<file path="src/rtl/rv32i_types_pkg.sv">
// RV32I shared type definitions: comparison kind and branch funct3 encodings.
package rv32i_types;

  typedef enum logic {
    CMP_BR  = 1'b0,
    CMP_SET = 1'b1
  } cmp_kind_t;

  typedef enum logic [2:0] {
    BR_BEQ  = 3'b000,
    BR_BNE  = 3'b001,
    BR_BLT  = 3'b100,
    BR_BGE  = 3'b101,
    BR_BLTU = 3'b110,
    BR_BGEU = 3'b111
  } branch_funct3_t;

endpackage

</file>
<file path="src/rtl/cmp_pipe_eval.sv">
// Combinational branch / set-less-than evaluator on WIDTH-bit operands.
// funct3 codes 010/011 under CMP_BR flag illegal and never report taken.
module cmp_eval
  import rv32i_types::*;
#(
  parameter int unsigned WIDTH = 32
) (
  input  cmp_kind_t        i_kind,
  input  logic [2:0]       i_funct3,
  input  logic [WIDTH-1:0] i_a,
  input  logic [WIDTH-1:0] i_b,
  output logic             o_br_en,
  output logic             o_set,
  output logic             o_illegal
);

  logic w_eq;
  logic w_lts;
  logic w_ltu;

  assign w_eq  = (i_a == i_b);
  assign w_lts = ($signed(i_a) < $signed(i_b));
  assign w_ltu = (i_a < i_b);

  // Decode kind/funct3 into taken, set result and illegal flag.
  always_comb begin
    o_br_en   = 1'b0;
    o_set     = 1'b0;
    o_illegal = 1'b0;
    if (i_kind == CMP_SET) begin
      o_set = i_funct3[0] ? w_ltu : w_lts;
    end else begin
      case (branch_funct3_t'(i_funct3))
        BR_BEQ:  o_br_en = w_eq;
        BR_BNE:  o_br_en = !w_eq;
        BR_BLT:  o_br_en = w_lts;
        BR_BGE:  o_br_en = !w_lts;
        BR_BLTU: o_br_en = w_ltu;
        BR_BGEU: o_br_en = !w_ltu;
        default: o_illegal = 1'b1;
      endcase
    end
  end

endmodule

</file>
<file path="src/rtl/cmp_pipe.sv">
// Pipelined RV32I branch / SLT(U) comparator with tag, valid/ready and flush.
// Optional perf counters are built only when CMP_PIPE_PERF_EN is defined;
// otherwise perf_taken/perf_ntaken are tied to zero.
module cmp_pipe
  import rv32i_types::*;
#(
  parameter int unsigned WIDTH  = 32,
  parameter int unsigned STAGES = 2,
  parameter int unsigned TAG_W  = 5
) (
  input  logic             clk,
  input  logic             rst_n,
  input  logic             flush,
  input  logic             in_valid,
  output logic             in_ready,
  input  logic             in_kind,
  input  logic [2:0]       in_funct3,
  input  logic [WIDTH-1:0] in_a,
  input  logic [WIDTH-1:0] in_b,
  input  logic [TAG_W-1:0] in_tag,
  output logic             out_valid,
  input  logic             out_ready,
  output logic             out_br_en,
  output logic [WIDTH-1:0] out_result,
  output logic             out_illegal,
  output logic [TAG_W-1:0] out_tag,
  output logic [31:0]      perf_taken,
  output logic [31:0]      perf_ntaken
);

  typedef struct packed {
    cmp_kind_t        kind;
    logic             br_en;
    logic             set;
    logic             illegal;
    logic [TAG_W-1:0] tag;
  } cmp_pipe_entry_t;

  localparam int unsigned LAST = STAGES - 1;

  logic            w_br_en;
  logic            w_set;
  logic            w_illegal;
  logic            w_accept;
  cmp_pipe_entry_t w_new;
  logic [STAGES-1:0] w_v;
  logic [STAGES-1:0] w_go;
  cmp_pipe_entry_t   w_e [STAGES];

  cmp_eval #(
    .WIDTH(WIDTH)
  ) u_eval (
    .i_kind   (cmp_kind_t'(in_kind)),
    .i_funct3 (in_funct3),
    .i_a      (in_a),
    .i_b      (in_b),
    .o_br_en  (w_br_en),
    .o_set    (w_set),
    .o_illegal(w_illegal)
  );

  assign w_new = '{kind: cmp_kind_t'(in_kind), br_en: w_br_en, set: w_set,
                   illegal: w_illegal, tag: in_tag};

  // A stage may load when it is empty or its successor moves on; bubbles collapse.
  always_comb begin
    w_go       = '0;
    w_go[LAST] = !w_v[LAST] || out_ready;
    for (int unsigned i = 1; i < STAGES; i++) begin
      w_go[LAST-i] = !w_v[LAST-i] || w_go[LAST-i+1];
    end
  end

  assign in_ready = w_go[0] && !flush;
  assign w_accept = in_valid && in_ready;

  for (genvar k = 0; k < STAGES; k++) begin : g_stage
    logic            r_v;
    cmp_pipe_entry_t r_e;
    logic            w_src_v;
    cmp_pipe_entry_t w_src_e;

    if (k == 0) begin : g_head
      assign w_src_v = w_accept;
      assign w_src_e = w_new;
    end else begin : g_body
      assign w_src_v = w_v[k-1];
      assign w_src_e = w_e[k-1];
    end

    // Stage register: flush clears valid, otherwise load from predecessor when free.
    always_ff @(posedge clk or negedge rst_n) begin
      if (!rst_n) begin
        r_v <= 1'b0;
        r_e <= '0;
      end else if (flush) begin
        r_v <= 1'b0;
      end else if (w_go[k]) begin
        r_v <= w_src_v;
        r_e <= w_src_e;
      end
    end

    assign w_v[k] = r_v;
    assign w_e[k] = r_e;
  end

  assign out_valid   = w_v[LAST];
  assign out_br_en   = w_v[LAST] && (w_e[LAST].kind == CMP_BR) && w_e[LAST].br_en;
  assign out_result  = WIDTH'(w_v[LAST] && w_e[LAST].set);
  assign out_illegal = w_v[LAST] && w_e[LAST].illegal;
  assign out_tag     = w_v[LAST] ? w_e[LAST].tag : '0;

`ifdef CMP_PIPE_PERF_EN
  logic [31:0] r_taken;
  logic [31:0] r_ntaken;
  logic        w_count;

  // Results shown in a flush cycle are squashed, so they are not counted.
  assign w_count = out_valid && out_ready && !flush &&
                   (w_e[LAST].kind == CMP_BR) && !w_e[LAST].illegal;

  // Saturating taken / not-taken counters, cleared only by reset.
  always_ff @(posedge clk or negedge rst_n) begin
    if (!rst_n) begin
      r_taken  <= '0;
      r_ntaken <= '0;
    end else if (w_count) begin
      if (w_e[LAST].br_en) begin
        if (r_taken != '1) r_taken <= r_taken + 32'd1;
      end else begin
        if (r_ntaken != '1) r_ntaken <= r_ntaken + 32'd1;
      end
    end
  end

  assign perf_taken  = r_taken;
  assign perf_ntaken = r_ntaken;
`else
  assign perf_taken  = '0;
  assign perf_ntaken = '0;
`endif

endmodule
</file>
<file path="config.mk">
export PLATFORM = sky130hd
export DESIGN_NAME = cmp_pipe
export DESIGN_NICKNAME = d
export VERILOG_FILES = /design/src/rtl/rv32i_types_pkg.sv /design/src/rtl/cmp_pipe_eval.sv /design/src/rtl/cmp_pipe.sv
export SDC_FILE = /design/constraint.sdc
export NUM_CORES = 1
export LEC_CHECK = 0
export ABC_CLOCK_PERIOD_IN_PS = 3000
export CAP_MARGIN = 25
export CORE_MARGIN = 2
export CORE_UTILIZATION = 39
export CTS_BUF_LIST = sky130_fd_sc_hd__clkbuf_4
export CTS_CLUSTER_DIAMETER = 120
export DETAILED_ROUTE_END_ITERATION = 16
export GPL_TIMING_DRIVEN = 0
export PLACE_DENSITY = 0.9
export SYNTH_ARGS = -nofsm -noshare
export SYNTH_HDL_FRONTEND = slang
export SYNTH_HIERARCHICAL = 1
export SYNTH_SLANG_ARGS = --single-unit
</file>
<file path="constraint.sdc">
create_clock -name clk -period 3 [get_ports clk]
set_clock_uncertainty 0.05 [all_clocks]
set_input_delay 0.3 -clock clk [delete_from_list [all_inputs] [get_ports clk]]
set_output_delay 0.3 -clock clk [all_outputs]
set_load 0.1 [all_outputs]
</file>
==> impl_metrics.env <==
export IMPL_drt_initial_drc_count=53
export IMPL_cp_cell_sequence="and3b_4 > nor2_8 > clkdlybuf4s50_1"
export IMPL_dr_pass1_iters=4
export IMPL_r2r_setup_slack_ns=1.52
export IMPL_crit_family="buffers and inverters"
export IMPL_critical_path_class="flop to output port"
export IMPL_finalCriticalPeriod_ns=2.83
export IMPL_syn_cell_area_um2=2530
export IMPL_die_w_um=84.6
export IMPL_regToRegEndpoint="g_stage[1].r_e[2]"
export IMPL_overflow=0
export IMPL_crit_fanout=11
export IMPL_crit_path_max_incr_delay_ns=1.19
export IMPL_final_cells=546
export IMPL_grt_max_degree=21
export IMPL_clockRootBuffer="clkbuf_4"
export IMPL_r2r_cells=3
export IMPL_fin_util=0.619
export IMPL_powerDensity_nw_per_um2=385
export IMPL_synth_common_cells="buf_4 (95), inv_1 (33), ha_1 (32)"
export IMPL_cts_setup_buffers=0
export IMPL_slew_viol_final=0
export IMPL_synth_warnings=6
export IMPL_fin_nets=580
export IMPL_areaGrowthSynthToFinish_pct=54.2
export IMPL_finalSetupViolations=0
export IMPL_maxSlewHeadroom=0.345
export IMPL_tightest_slew_ns=0.979
export IMPL_rows=29
export IMPL_clk_path_buf_depth=2
export IMPL_die_h_um=84.6
export IMPL_r2r_start="out_valid"
export IMPL_yosysMostFrequentCell="buf_4"
export IMPL_timing_setup_tns_ns=0
export IMPL_dpl_cell_count=542
export IMPL_irDropWorstVdd_mv=0.331
export IMPL_ant_nets=0
export IMPL_rsz0062_at_grt="no"
export IMPL_core_area_um2=6310
export IMPL_dpl_hpwl_um=5430
export IMPL_gp_congestion=0.814
export IMPL_status="finished clean"
export IMPL_drive_above_1_share=0.286
export IMPL_cts_resized=0
export IMPL_initial_utilization=0.401
export IMPL_grt_pass1_wl_um=9490
export IMPL_clock_sinks=20
export IMPL_routed_wl_um=5890
export IMPL_critPathLaunchType="flop"
export IMPL_async_flop_share=1.00
export IMPL_crit_arrival_ns=2.48
export IMPL_yosys_top_cells_area="buf_4 (28%), dfrtp_1 (20%), ha_1 (16%), mux2_4 (5.3%), inv_1 (4.9%)"
export IMPL_cts_tree="built"
export IMPL_grt_pass1_vias=2224
export IMPL_critical_path_endpoint="in_ready"
export IMPL_yosys_area_top_type="buf_4"
export IMPL_cts_buffers=3
export IMPL_finish_instance_area_um2=3910
export IMPL_cp_required_ns=2.65
export IMPL_crit_start="out_valid"
export IMPL_place_area_um2=3850
export IMPL_synth_enable_flop_cells=0
export IMPL_slowest_stage="clkdlybuf4s50_1"
export IMPL_yosysUniqueCellTypes=40
export IMPL_power_leakage_uw=0.00214
export IMPL_portBuffers=87
export IMPL_cp_end_kind="output port"
export IMPL_finalHoldViolCount=0
export IMPL_grt_usage=0.160
export IMPL_avgSynthCellArea_um2=8.92
export IMPL_synth_top_cell_area_share=0.281
export IMPL_vias=2252
export IMPL_power_uw=1500
export IMPL_drv_cap=0
export IMPL_cts_hold_buf=0
export IMPL_worst_path_stages=3
export IMPL_dieArea_um2=7160
export IMPL_post_route_period_util=0.942
export IMPL_htreeDepth=1
export IMPL_hp_class="primary input to async pin"
export IMPL_synth_seq_cells=20
export IMPL_design_portCount=183
export IMPL_wl_per_cell_um=10.8
export IMPL_clock_latency_ns=0.31
export IMPL_route_detailed_drc=0
export IMPL_synth_ff_type="dfrtp_1"
export IMPL_fmax_mhz=354
export IMPL_post_drt_via_cell_ratio=4.12
export IMPL_antenna_found_initial=0
export IMPL_ys_seq_area_frac=0.198
export IMPL_crit_buf_inv=1
export IMPL_diodes=0
export IMPL_syn_inst=284
export IMPL_clkTransAtPathRegs_ns=0.11
## layout by cell type, fill, tap and decap left out, types with 3 or more instances in the layout
cell              n
a21oi_1          14
mux2_4            9
inv_1            33
nand3_1           3
nor2_1            8
ha_1             32
or4_1             3
mux2_2            9
and2_2            7
nand2_1           8
nand4_1           8
dfrtp_1          20
o21ai_0           5
clkbuf_4          3
clkdlybuf4s50_1  87
conb_1           95
buf_4            95
## where the power goes
part | switching [uW] | total, uW | internal (uW) | leakage (uW)
combinational | 691 | 966 | 275 | 0.00187
sequential | 17.9 | 321 | 303 | 0.000246
clock | 81.7 | 217 | 135 | 0.0000279
total | 790 | 1500 | 713 | 0.00214
## final cells by class
class / instances / area (um2)
Tap cell: 77 / 96.3
Clock buffer: 3 / 22.5
Fill cell: 528 / 2410
Multi-Input combinational cell: 230 / 1550
Buffer: 95 / 713
Inverter: 33 / 124
Timing Repair Buffer: 87 / 871
Sequential cell: 20 / 500
Clock inverter: 1 / 30.0
## metal layers
layer / share of wire / wire (um) / global-route usage
met5: 0 / 0 / 0
met4: 0.011 / 62 / 0.0390
met3: 0.069 / 404 / 0.0177
met2: 0.57 / 3340 / 0.325
met1: 0.35 / 2090 / 0.171
## registers in the layout, indices dropped and copies added, names as in the netlist
signal	flops
g_stage.r_e	18
g_stage.r_v	1
out_valid	1
## cells by family (layout without fill, tap and decap cells)
| kind of cell | after synthesis | after routing | synth area share |
|---|---|---|---|
| simple gates | 52 | 52 | 0.139 |
| mux | 18 | 18 | 0.0933 |
| buf+inv | 128 | 219 | 0.330 |
| other cells | 1 | 95 | 0.00148 |
| flops | 20 | 20 | 0.198 |
| compound gates | 33 | 33 | 0.0800 |
| fa+ha+maj | 32 | 32 | 0.158 |
## stage by stage
step / hold WS, ns / worst slack, ns
finish: 0.422 / 0.174
global placement: 0.430 / 0.0846
global route: 0.475 / 0.0703
CTS: 0.442 / 0.145
detailed placement: 0.440 / 0.0253
floorplan: -0.0456 / 0.693
## how the worst min path moves through the flow
| stage | startpoint | endpoint | slack (ns) | cells after the start |
|---|---|---|---|---|
| global route | rst_n | out_valid | 0.48 | 1 |
| floorplan | rst_n | g_stage[0].r_e[0] | -0.05 | 0 |
| global placement | g_stage[0].r_v | out_valid | 0.43 | 2 |
| detailed placement | g_stage[1].r_e[4] | g_stage[1].r_e[4] | 0.44 | 1 |
| CTS | rst_n | g_stage[0].r_e[0] | 0.44 | 1 |
| finish | rst_n | g_stage[0].r_e[4] | 0.42 | 1 |
(Power assumes the default switching activity.)
